**config.mk**
```make
export PLATFORM = sky130hd
export DESIGN_NAME = rx_frame_drain_ctrl
export DESIGN_NICKNAME = d
export VERILOG_FILES = /design/src/rtl/rx_frame_drain_ctrl_pkg.sv /design/src/rtl/rx_drain_watchdog.sv /design/src/rtl/rx_frame_drain_ctrl.sv
export SDC_FILE = /design/constraint.sdc
export NUM_CORES = 1
export LEC_CHECK = 0
export BUFFER_PORTS_ARGS = -buffer_cell sky130_fd_sc_hd__buf_2
export CORE_MARGIN = 2
export CORE_UTILIZATION = 52
export DETAILED_ROUTE_END_ITERATION = 7
export PLACE_DENSITY = 0.8
export RECOVER_POWER = 50
export SYNTH_ARGS = -nofsm -noshare
export SYNTH_HDL_FRONTEND = slang
export SYNTH_SLANG_ARGS = --single-unit
```
**constraint.sdc**
```tcl
create_clock -name clk -period 3 [get_ports clk]
set_clock_uncertainty 0.2 [all_clocks]
set_input_delay 0.45 -clock clk [delete_from_list [all_inputs] [get_ports clk]]
set_output_delay 0.45 -clock clk [all_outputs]
set_load 0.02 [all_outputs]
```
**src/rtl/rx_frame_drain_ctrl_pkg.sv**
```systemverilog
// -----------------------------------------------------------------------------
// rx_frame_drain_ctrl_pkg
// Shared definitions for the receive-frame drain sequencer:
//   - one-hot state encoding of the drain FSM
//   - bit positions of the fields inside the 28-bit frame-info word
//   - default watchdog length in clk cycles
// -----------------------------------------------------------------------------
package rx_frame_drain_ctrl_pkg;

   typedef enum logic [5:0] {
      ST_IDLE    = 6'b000001,
      ST_INFO    = 6'b000010,
      ST_FETCH   = 6'b000100,
      ST_WAIT    = 6'b001000,
      ST_PRESENT = 6'b010000,
      ST_FLUSH   = 6'b100000
   } state_t;

   // frame_info word layout: {byte count, millisecond stamp, 0.1 ms stamp}
   localparam int CNT_MSB = 27;
   localparam int CNT_LSB = 16;
   localparam int MS_MSB  = 15;
   localparam int MS_LSB  = 4;
   localparam int ACQ_MSB = 3;
   localparam int ACQ_LSB = 0;

   localparam logic [15:0] TIMEOUT_DEFAULT = 16'd50000;

endpackage

```
**src/rtl/rx_drain_watchdog.sv**
```systemverilog
// -----------------------------------------------------------------------------
// rx_drain_watchdog
// Empty-FIFO watchdog for the drain sequencer. The counter is cleared whenever
// clr is high, otherwise advances by one on each inc cycle. expire is high
// while the count sits at TIMEOUT_CYCLES-1, i.e. during the TIMEOUT_CYCLES-th
// consecutive inc cycle after a clear.
//
// Ports:
//   clk    in   system clock
//   rst    in   synchronous reset, active-high
//   clr    in   clear the counter (has priority over inc)
//   inc    in   advance the counter
//   expire out  counter has reached TIMEOUT_CYCLES-1
// -----------------------------------------------------------------------------
module rx_drain_watchdog
   import rx_frame_drain_ctrl_pkg::*;
#(
   parameter logic [15:0] TIMEOUT_CYCLES = TIMEOUT_DEFAULT
)(
   input  logic clk,
   input  logic rst,
   input  logic clr,
   input  logic inc,
   output logic expire
);

   localparam int TW = ($clog2(TIMEOUT_CYCLES) < 1) ? 1 : $clog2(TIMEOUT_CYCLES);
   localparam logic [TW-1:0] LAST = TW'(TIMEOUT_CYCLES - 16'd1);

   logic [TW-1:0] cnt;

   always_ff @(posedge clk) begin
      if (rst || clr) begin
         cnt <= '0;
      end else if (inc) begin
         cnt <= cnt + TW'(1);
      end
   end

   // The counter only climbs while the owner keeps inc high and clr low, so
   // it never runs past LAST: the owner leaves that state on expire.
   assign expire = (cnt == LAST);

endmodule

```
**src/rtl/rx_frame_drain_ctrl.sv**
```systemverilog
// -----------------------------------------------------------------------------
// rx_frame_drain_ctrl
// Read-side sequencer for the receive core. For each completed frame it reads
// the frame-info register once, then performs exactly one FIFO read per byte
// and presents each byte on a valid/ready stream. An empty FIFO that persists
// for TIMEOUT_CYCLES while bytes are still owed aborts the frame and clears
// the FIFO.
//
// Ports:
//   clk, rst            clock, synchronous active-high reset
//   enable_i            allow a new frame to start (looked at in IDLE only)
//   frame_info_i        {count[27:16], ms stamp[15:4], 0.1 ms stamp[3:0]}
//   n_rd_frame_fifo_o   frame-info read strobe, active-low
//   rx_data_i           receive FIFO data, valid the cycle after n_rd_o low
//   rx_empty_i          receive FIFO empty flag
//   n_rd_o              receive FIFO read strobe, active-low
//   n_clr_o             receive FIFO clear strobe, active-low
//   hdr_info_o          frame info latched for the current frame
//   hdr_valid_o         one-cycle pulse in the first cycle hdr_info_o is new
//   m_data_o/m_valid_o/m_ready_i/m_last_o  output byte stream
//   bytes_left_o        bytes still owed in the current frame
//   busy_o              high whenever not IDLE
//   abort_cnt_o         aborted-frame count, saturating at 255
//   timeout_o           one-cycle pulse while the abort flush is issued
// -----------------------------------------------------------------------------
module rx_frame_drain_ctrl
   import rx_frame_drain_ctrl_pkg::*;
#(
   parameter logic [15:0] TIMEOUT_CYCLES = TIMEOUT_DEFAULT,
   parameter int          CNT_W          = 12
)(
   input  logic             clk,
   input  logic             rst,
   input  logic             enable_i,
   input  logic [27:0]      frame_info_i,
   output logic             n_rd_frame_fifo_o,
   input  logic [7:0]       rx_data_i,
   input  logic             rx_empty_i,
   output logic             n_rd_o,
   output logic             n_clr_o,
   output logic [27:0]      hdr_info_o,
   output logic             hdr_valid_o,
   output logic [7:0]       m_data_o,
   output logic             m_valid_o,
   input  logic             m_ready_i,
   output logic             m_last_o,
   output logic [CNT_W-1:0] bytes_left_o,
   output logic             busy_o,
   output logic [7:0]       abort_cnt_o,
   output logic             timeout_o
);

   state_t           state;
   state_t           state_nx;
   logic [CNT_W-1:0] bytes_left;
   logic [CNT_W-1:0] info_cnt;
   logic             wd_clr;
   logic             wd_inc;
   logic             wd_expire;

   function automatic logic [7:0] sat_inc8(input logic [7:0] v);
      return (v == 8'hFF) ? v : v + 8'd1;
   endfunction

   assign info_cnt = CNT_W'(frame_info_i[CNT_MSB:CNT_LSB]);

   rx_drain_watchdog #(
      .TIMEOUT_CYCLES(TIMEOUT_CYCLES)
   ) u_watchdog (
      .clk   (clk),
      .rst   (rst),
      .clr   (wd_clr),
      .inc   (wd_inc),
      .expire(wd_expire)
   );

   always_ff @(posedge clk) begin
      if (rst) begin
         state <= ST_IDLE;
      end else begin
         state <= state_nx;
      end
   end

   // Strobes are decoded from the current state and suppressed while rst is
   // high so that a reset cycle never touches the FIFO or frame-info register.
   always_comb begin
      state_nx          = state;
      n_rd_frame_fifo_o = 1'b1;
      n_rd_o            = 1'b1;
      n_clr_o           = 1'b1;
      timeout_o         = 1'b0;
      wd_clr            = 1'b1;
      wd_inc            = 1'b0;
      if (!rst) begin
         case (state)
            ST_IDLE: begin
               if (enable_i && (info_cnt != '0)) begin
                  state_nx = ST_INFO;
               end
            end
            ST_INFO: begin
               n_rd_frame_fifo_o = 1'b0;
               state_nx          = ST_FETCH;
            end
            ST_FETCH: begin
               if (!rx_empty_i) begin
                  n_rd_o   = 1'b0;
                  state_nx = ST_WAIT;
               end else begin
                  wd_clr = 1'b0;
                  wd_inc = 1'b1;
                  if (wd_expire) begin
                     state_nx = ST_FLUSH;
                  end
               end
            end
            ST_WAIT: begin
               state_nx = ST_PRESENT;
            end
            ST_PRESENT: begin
               if (m_ready_i) begin
                  state_nx = (bytes_left == CNT_W'(1)) ? ST_IDLE : ST_FETCH;
               end
            end
            ST_FLUSH: begin
               n_clr_o   = 1'b0;
               timeout_o = 1'b1;
               state_nx  = ST_IDLE;
            end
            default: begin
               state_nx = ST_IDLE;
            end
         endcase
      end
   end

   // Frame registers: header latch, byte countdown, output byte slot, aborts.
   always_ff @(posedge clk) begin
      if (rst) begin
         hdr_info_o  <= '0;
         hdr_valid_o <= 1'b0;
         m_data_o    <= '0;
         m_valid_o   <= 1'b0;
         m_last_o    <= 1'b0;
         bytes_left  <= '0;
         abort_cnt_o <= '0;
      end else begin
         hdr_valid_o <= (state == ST_INFO);
         case (state)
            ST_INFO: begin
               hdr_info_o <= {frame_info_i[CNT_MSB:CNT_LSB],
                              frame_info_i[MS_MSB:MS_LSB],
                              frame_info_i[ACQ_MSB:ACQ_LSB]};
               bytes_left <= info_cnt;
            end
            ST_WAIT: begin
               // FIFO data became valid this cycle, one after the read strobe.
               m_data_o  <= rx_data_i;
               m_valid_o <= 1'b1;
               m_last_o  <= (bytes_left == CNT_W'(1));
            end
            ST_PRESENT: begin
               if (m_ready_i) begin
                  m_valid_o <= 1'b0;
                  m_last_o  <= 1'b0;
                  if (bytes_left != '0) begin
                     bytes_left <= bytes_left - CNT_W'(1);
                  end
               end
            end
            ST_FLUSH: begin
               abort_cnt_o <= sat_inc8(abort_cnt_o);
               bytes_left  <= '0;
            end
            default: begin
            end
         endcase
      end
   end

   assign bytes_left_o = bytes_left;
   assign busy_o       = (state != ST_IDLE);

endmodule

```
Word-level counts from Yosys, hierarchy flattened
Cells that the tools add are included.
{ "op_classes": {"addsub": 3, "n_eq_ne": 14, "mux": 26, "bitwise_logic": 1, "reduce_logical": 10} }
{ "op_table": {"columns": ["op", "count"], "rows": [
  ["case mux 12 bit (3 select lines)", 1],
  ["case mux 6 bit (5 select lines)", 1],
  ["2-to-1 mux 12 bit", 2],
  ["2-to-1 mux 6 bit", 4],
  ["nonzero test 12 bit", 2],
  ["adder 16 x 1 -> 16 bit, second input constant", 1],
  ["equality test 16 bit, second input constant", 1],
  ["2-to-1 mux 1 bit", 15],
  ["equality test 12 x 1 -> 1 bit, second input constant", 1],
  ["subtractor 12 x 1 -> 12 bit, second input constant", 1],
  ["adder 8 x 1 -> 8 bit, second input constant", 1],
  ["equality test 8 bit, second input constant", 1],
  ["equality test 6 x 1 -> 1 bit, second input constant", 1],
  ["equality test 6 x 2 -> 1 bit, second input constant", 1],
  ["equality test 6 x 3 -> 1 bit, second input constant", 1],
  ["equality test 6 x 4 -> 1 bit, second input constant", 1],
  ["equality test 6 x 5 -> 1 bit, second input constant", 1],
  ["equality test 6 bit, second input constant", 1],
  ["inequality test 2 bit, second input constant", 3],
  ["inequality test 6 x 1 -> 1 bit, second input constant", 1],
  ["AND reduction 3 bit", 2],
  ["case mux 1 bit (2 select lines)", 2],
  ["AND reduction 2 bit", 2],
  ["2-to-1 mux 3 bit", 1],
  ["other kinds (6)", 6]
]} }
{ "word_totals": {"reg_bits": 81, "in_bits": 41, "out_inout_bits": 64, "word_cells": 63} }

Longest topological paths before layout
{ "logic_depth": {"word_depth": 4, "ltp_mapped": 8, "depth_no_buf": 7} }

Cells and area by module
Synthesis repeated with hierarchy kept, for this count alone.
{ "unflattened": {"cells_unflattened": 462, "hier_area_um2": 3739.8} }
{ "modules_own_cells": {"columns": ["mod", "n_inst", "cells_per_inst", "area_per_inst_um2", "seq_area_each_um2"], "rows": [
  ["rx_frame_drain_ctrl", 1, 378, 2995.4, 1301.2],
  ["rx_drain_watchdog", 1, 84, 744.5, 320.3]
]} }

Worst setup path before layout
OpenSTA, ideal clock, no wires.
{ "synth_path": {"path_type": "reg2reg", "startpoint": "register bytes_left[5] (netlist: bytes_left_o[5])", "endpoint": "register bytes_left[11] (netlist: bytes_left_o[11])", "setup_time_ns": 0.133, "arrival_time_ns": 1.970, "path_slack_ns": 0.697, "path_stages_with_launch": 8, "path_buffers": 2, "cell_sequence": "dfxtp_1 or4_1 buf_2 o41ai_4 a21oi_2 buf_6 nor2_1 a211oi_2"} }
{ "synth_via": {"elab_chain_cells": 4, "elab_cells_between_ends": 7, "classes_between": "add/sub (1); eq/ne (1); mux (3); reduce/logical (2)"} }
{ "synth_lines": {"columns": ["item", "line_no", "text"], "rows": [
  ["start, declared", "rx_frame_drain_ctrl.sv:55", "logic [CNT_W-1:0] bytes_left;"],
  ["start signal, assigned", "rx_frame_drain_ctrl.sv:155", "bytes_left <= info_cnt;"],
  ["start signal, assigned", "rx_frame_drain_ctrl.sv:168", "bytes_left <= bytes_left - CNT_W'(1);"],
  ["subtractor 12 x 1 -> 12 bit", "rx_frame_drain_ctrl.sv:168", null],
  ["2-to-1 mux 12 bit", "rx_frame_drain_ctrl.sv:167", "if (bytes_left != '0) begin"],
  ["2-to-1 mux 12 bit", "rx_frame_drain_ctrl.sv:164", "if (m_ready_i) begin"],
  ["case mux 12 bit (3 select lines)", "rx_frame_drain_ctrl.sv:150", "case (state)"]
]} }
Several ways; a longest one is shown, not always the timed one. The select of a mux whose other input is x is not followed.
A chain may end at the register's enable or synchronous reset.

Final worst setup path
{ "layout_path": {"startpoint": "register state[1]", "endpoint": "output timeout_o"} }
{ "layout_via": {"elab_chain_cells": 3} }
{ "layout_lines": {"columns": ["item", "line_no", "text"], "rows": [
  ["start, declared", "rx_frame_drain_ctrl.sv:53", "state_t state;"],
  ["start signal, assigned", "rx_frame_drain_ctrl.sv:81", "state <= state_nx;"],
  ["equality test 6 bit", "rx_frame_drain_ctrl.sv:96", "case (state)"],
  ["2-to-1 mux 1 bit", "rx_frame_drain_ctrl.sv:96", null],
  ["2-to-1 mux 1 bit", "rx_frame_drain_ctrl.sv:95", "if (!rst) begin"],
  ["end, declared", "rx_frame_drain_ctrl.sv:50", "output logic timeout_o"]
]} }
Every way passes these cells.

==> reports/results.md <==
| Quantity | Reported |
|:---|:---|
| Pwr Total | 2.50 mW |
| Total clock buffers created by CTS | 9 |
| Async SR Flop Fraction | 0% |
| Synth Register Bits | 81 |
| Clock-pin slew on the worst setup and hold paths | 80 ps |
| Endpoint required time on the critical path | 2350 ps |
| Final-report setup violation count | 0 |
| Sequential-to-total area share from yosys stat | 44.0% |
| Warning count from the yosys run | 0 |
| Io pins | 105 |
| Count of nets after finishing | 578 |
| Clock insertion delay at the later pin of the skew report | 350 ps |
| H-tree lvl count | 3 |
| Critical path fanouts, max | 10 |
| Via count normalized by instance count | 5.45 |
| Post-CTS Setup Inserts | 0 |
| Number of synthesized flops with an enable pin | 0 |
| Post-cts hold buffer count | 0 |
| Post-route antenna net violation count | 0 |
| Post-cts resize count | 0 |
| First DRT Iteration DRCs | 178 |
| Worst slew slack as a fraction of its limit | 37.7% |
| Pin count of the biggest net entering global routing | 37 |
| Number of global-route vias before repair | 3,169 |
| TritonCTS clock tree | yes |
| Worst hold margin | 123 ps |
| Outcome | complete, no violations |
| Non-Filler Cell Area, Final | 4340 µm² |
| CTS Buffer Depth | 2 |
| Initial core utilization | 53.9% |
| Clock tree root buffer cell | sky130_fd_sc_hd__clkbuf_8 |
| Number of diodes added for antenna fixing | 0 |
| Lkg Pwr | 1.59 nW |
| Number of remaining DRC errors | 0 |
| Cell count after synthesis | 439 |
| CP startpoint kind | flip-flop |
| Area enclosed by the die boundary | 7770 µm² |
| Minimum clock period after layout | 2600 ps |
| PnR worst setup slack | 398 ps |
| Unrepaired setup endpoints after global routing | false |
| First-pass GRT wire length | 14,300 µm |
| Vertical extent of the die | 88.2 µm |
| Dominant synthesized flop cell | sky130_fd_sc_hd__dfxtp_1 |
| Pre-CTS setup slack | 534 ps |
| Data arrival time at the worst-slack endpoint | 1950 ps |
| Critical Setup Path Class | reg2out |
| Post-synthesis net count | 485 |
| Placed wire-length estimate | 6150 µm |
| Post-Route Utilization | 63.5% |
| Syn Std Cell Area | 3680 µm² |
| First-pass DRT Iterations | 4 |
| Max-slew violations | 0 |
| DR WL/cell | 14.2 µm |
| Most common cell after layout, fill and taps aside | sky130_fd_sc_hd__dfxtp_1 |
| Fmax achieved | 384 MHz |
| Total via count after detailed routing | 3,449 |
| Placed Area | 4190 µm² |
| Number of buffer cells added on primary ports | 104 |
| HP Class | in2reg |
| Type of element capturing the critical path | primary output |
| Gr usage total | 23.6% |
| Number of different library cells in the post-synthesis netlist | 51 |
| Mean cell area of the mapped netlist | 8.39 µm² |
| Placer's final routability congestion estimate | 0.902 |
| Final worst path period share | 86.7% |
| Number of placement rows | 30 |
| Num Clock Sinks | 81 |
| Placed Instances | 617 |
| Total wire length | 8980 µm |
| Total negative slack for setup checks | 0 ps |
| Initial antenna violation count | 0 |
| Number of non-filler instances in the completed layout | 633 |
| Die Span X | 88.2 µm |
| Maximum Capacitance Violations | 0 |
| Peak supply drop | 380 µV |
| Worst slew pin tran | 935 ps |
| Cell area power density | 576 nW/µm² |
| Final Hold Vio Count | 0 |
| Leading cell types in the layout, fill and taps excluded | 81 x sky130_fd_sc_hd__dfxtp_1, 69 x sky130_fd_sc_hd__nand2_1, 65 x sky130_fd_sc_hd__nor2_1, 59 x sky130_fd_sc_hd__clkbuf_1, 45 x sky130_fd_sc_hd__buf_2 |
| Core region area | 6830 µm² |
| Layout overhead on the synthesized area | 17.9% |
| Share of final-layout standard cells stronger than drive strength 1 | 15.1% |
| Remaining Overflow, GRT | 0 |
==> logic make-up after synthesis <==
group / count (synthesis) / synth area share (%)
AND/OR/NAND/NOR: 206 / 25.9
flip-flops: 81 / 44.0
AO/OA/AOI/OAI: 75 / 14.0
buffers and inverters: 36 / 5.54
XOR/XNOR: 28 / 6.66
multiplexers: 8 / 2.17
adder cells (fa/ha/maj): 5 / 1.70
==> registers in the layout, indices dropped and copies added (netlist names) <==
signal	flops
abort_cnt_o	8
m_last_o	1
hdr_info_o	28
state	6
m_data_o	8
bytes_left_o	12
m_valid_o	1
hdr_valid_o	1
u_watchdog.cnt	16
==> power breakdown <==
| group | total, mW | switching (mW) | internal (mW) |
|---|---|---|---|
| clock network | 0.895 | 0.401 | 0.494 |
| logic | 0.436 | 0.278 | 0.158 |
| registers | 1.17 | 0.0482 | 1.12 |
==> routing by layer <==
metal  GRT usage [%]  wire length [µm]  vias to the layer above
li1                -                 -                     1688
met1            29.5              3790                     1611
met2            39.2              4310                      134
met3            5.66               719                       16
met4            9.78               160                        0
met5               0                 0                        -
==> synthesized netlist by cell type, types with 2 or more instances <==
| cell type | n | area, µm² |
|---|---|---|
| sky130_fd_sc_hd__a211oi_2 | 6 | 75.1 |
| sky130_fd_sc_hd__clkbuf_8 | 4 | 55.1 |
| sky130_fd_sc_hd__nand3b_1 | 3 | 22.5 |
| sky130_fd_sc_hd__xnor2_1 | 17 | 149 |
| sky130_fd_sc_hd__mux2i_1 | 8 | 80.1 |
| sky130_fd_sc_hd__nand3_1 | 15 | 75.1 |
| sky130_fd_sc_hd__a211oi_1 | 2 | 15.0 |
| sky130_fd_sc_hd__a22oi_1 | 7 | 52.6 |
| sky130_fd_sc_hd__or3_1 | 3 | 18.8 |
| sky130_fd_sc_hd__nor4_1 | 13 | 81.3 |
| sky130_fd_sc_hd__nand2b_1 | 5 | 31.3 |
| sky130_fd_sc_hd__ha_1 | 5 | 62.6 |
| sky130_fd_sc_hd__nor4b_1 | 4 | 35.0 |
| sky130_fd_sc_hd__nand4_1 | 3 | 18.8 |
| sky130_fd_sc_hd__buf_1 | 3 | 11.3 |
| sky130_fd_sc_hd__xor2_1 | 11 | 96.3 |
| sky130_fd_sc_hd__dfxtp_1 | 81 | 1620 |
| sky130_fd_sc_hd__buf_6 | 2 | 22.5 |
| sky130_fd_sc_hd__inv_1 | 10 | 37.5 |
| sky130_fd_sc_hd__or2_2 | 4 | 25.0 |
| sky130_fd_sc_hd__nor2_1 | 65 | 244 |
| sky130_fd_sc_hd__o21ai_0 | 5 | 25.0 |
| sky130_fd_sc_hd__nor3_1 | 10 | 50.1 |
| sky130_fd_sc_hd__a21oi_1 | 39 | 195 |
| sky130_fd_sc_hd__and3_1 | 5 | 31.3 |
| sky130_fd_sc_hd__nand2_1 | 69 | 259 |
| sky130_fd_sc_hd__o211ai_1 | 3 | 22.5 |
| sky130_fd_sc_hd__clkbuf_1 | 13 | 48.8 |
| sky130_fd_sc_hd__a31oi_1 | 2 | 12.5 |
==> area by class of cell <==
cell class | count | area (µm²)
inverter | 10 | 37.5
clock buffer | 10 | 138
tap | 96 | 120
clock inverter | 6 | 90.1
sequential | 81 | 1620
fill | 645 | 2490
multi-input combinational | 322 | 1860
timing repair buffer | 108 | 477
==> critical path: stages (launching register included) <==
cell and delay (ps):
sky130_fd_sc_hd__dfxtp_1 390, sky130_fd_sc_hd__nor3_1 300, sky130_fd_sc_hd__nand3_1 320, sky130_fd_sc_hd__or2_2 380, sky130_fd_sc_hd__inv_1 50, sky130_fd_sc_hd__buf_2 150
==> path summary, 6_finish.rpt <==
kind / from / endpoint / slack [ps] / cells after the start
worst max-delay path: state[1]$_SDFFE_PP0P_ / timeout_o / 400 / 5
worst min-delay path: rx_data_i[1] / m_data_o[1]$_SDFFE_PP0P_ / 120 / 3
worst max register to register: bytes_left_o[5]$_SDFFE_PP0P_ / bytes_left_o[4]$_SDFFE_PP0P_ / 480 / 5
worst min register to register: hdr_info_o[6]$_SDFFE_PP0P_ / hdr_info_o[6]$_SDFFE_PP0P_ / 260 / 2
Power figures use the tool's default switching activity.
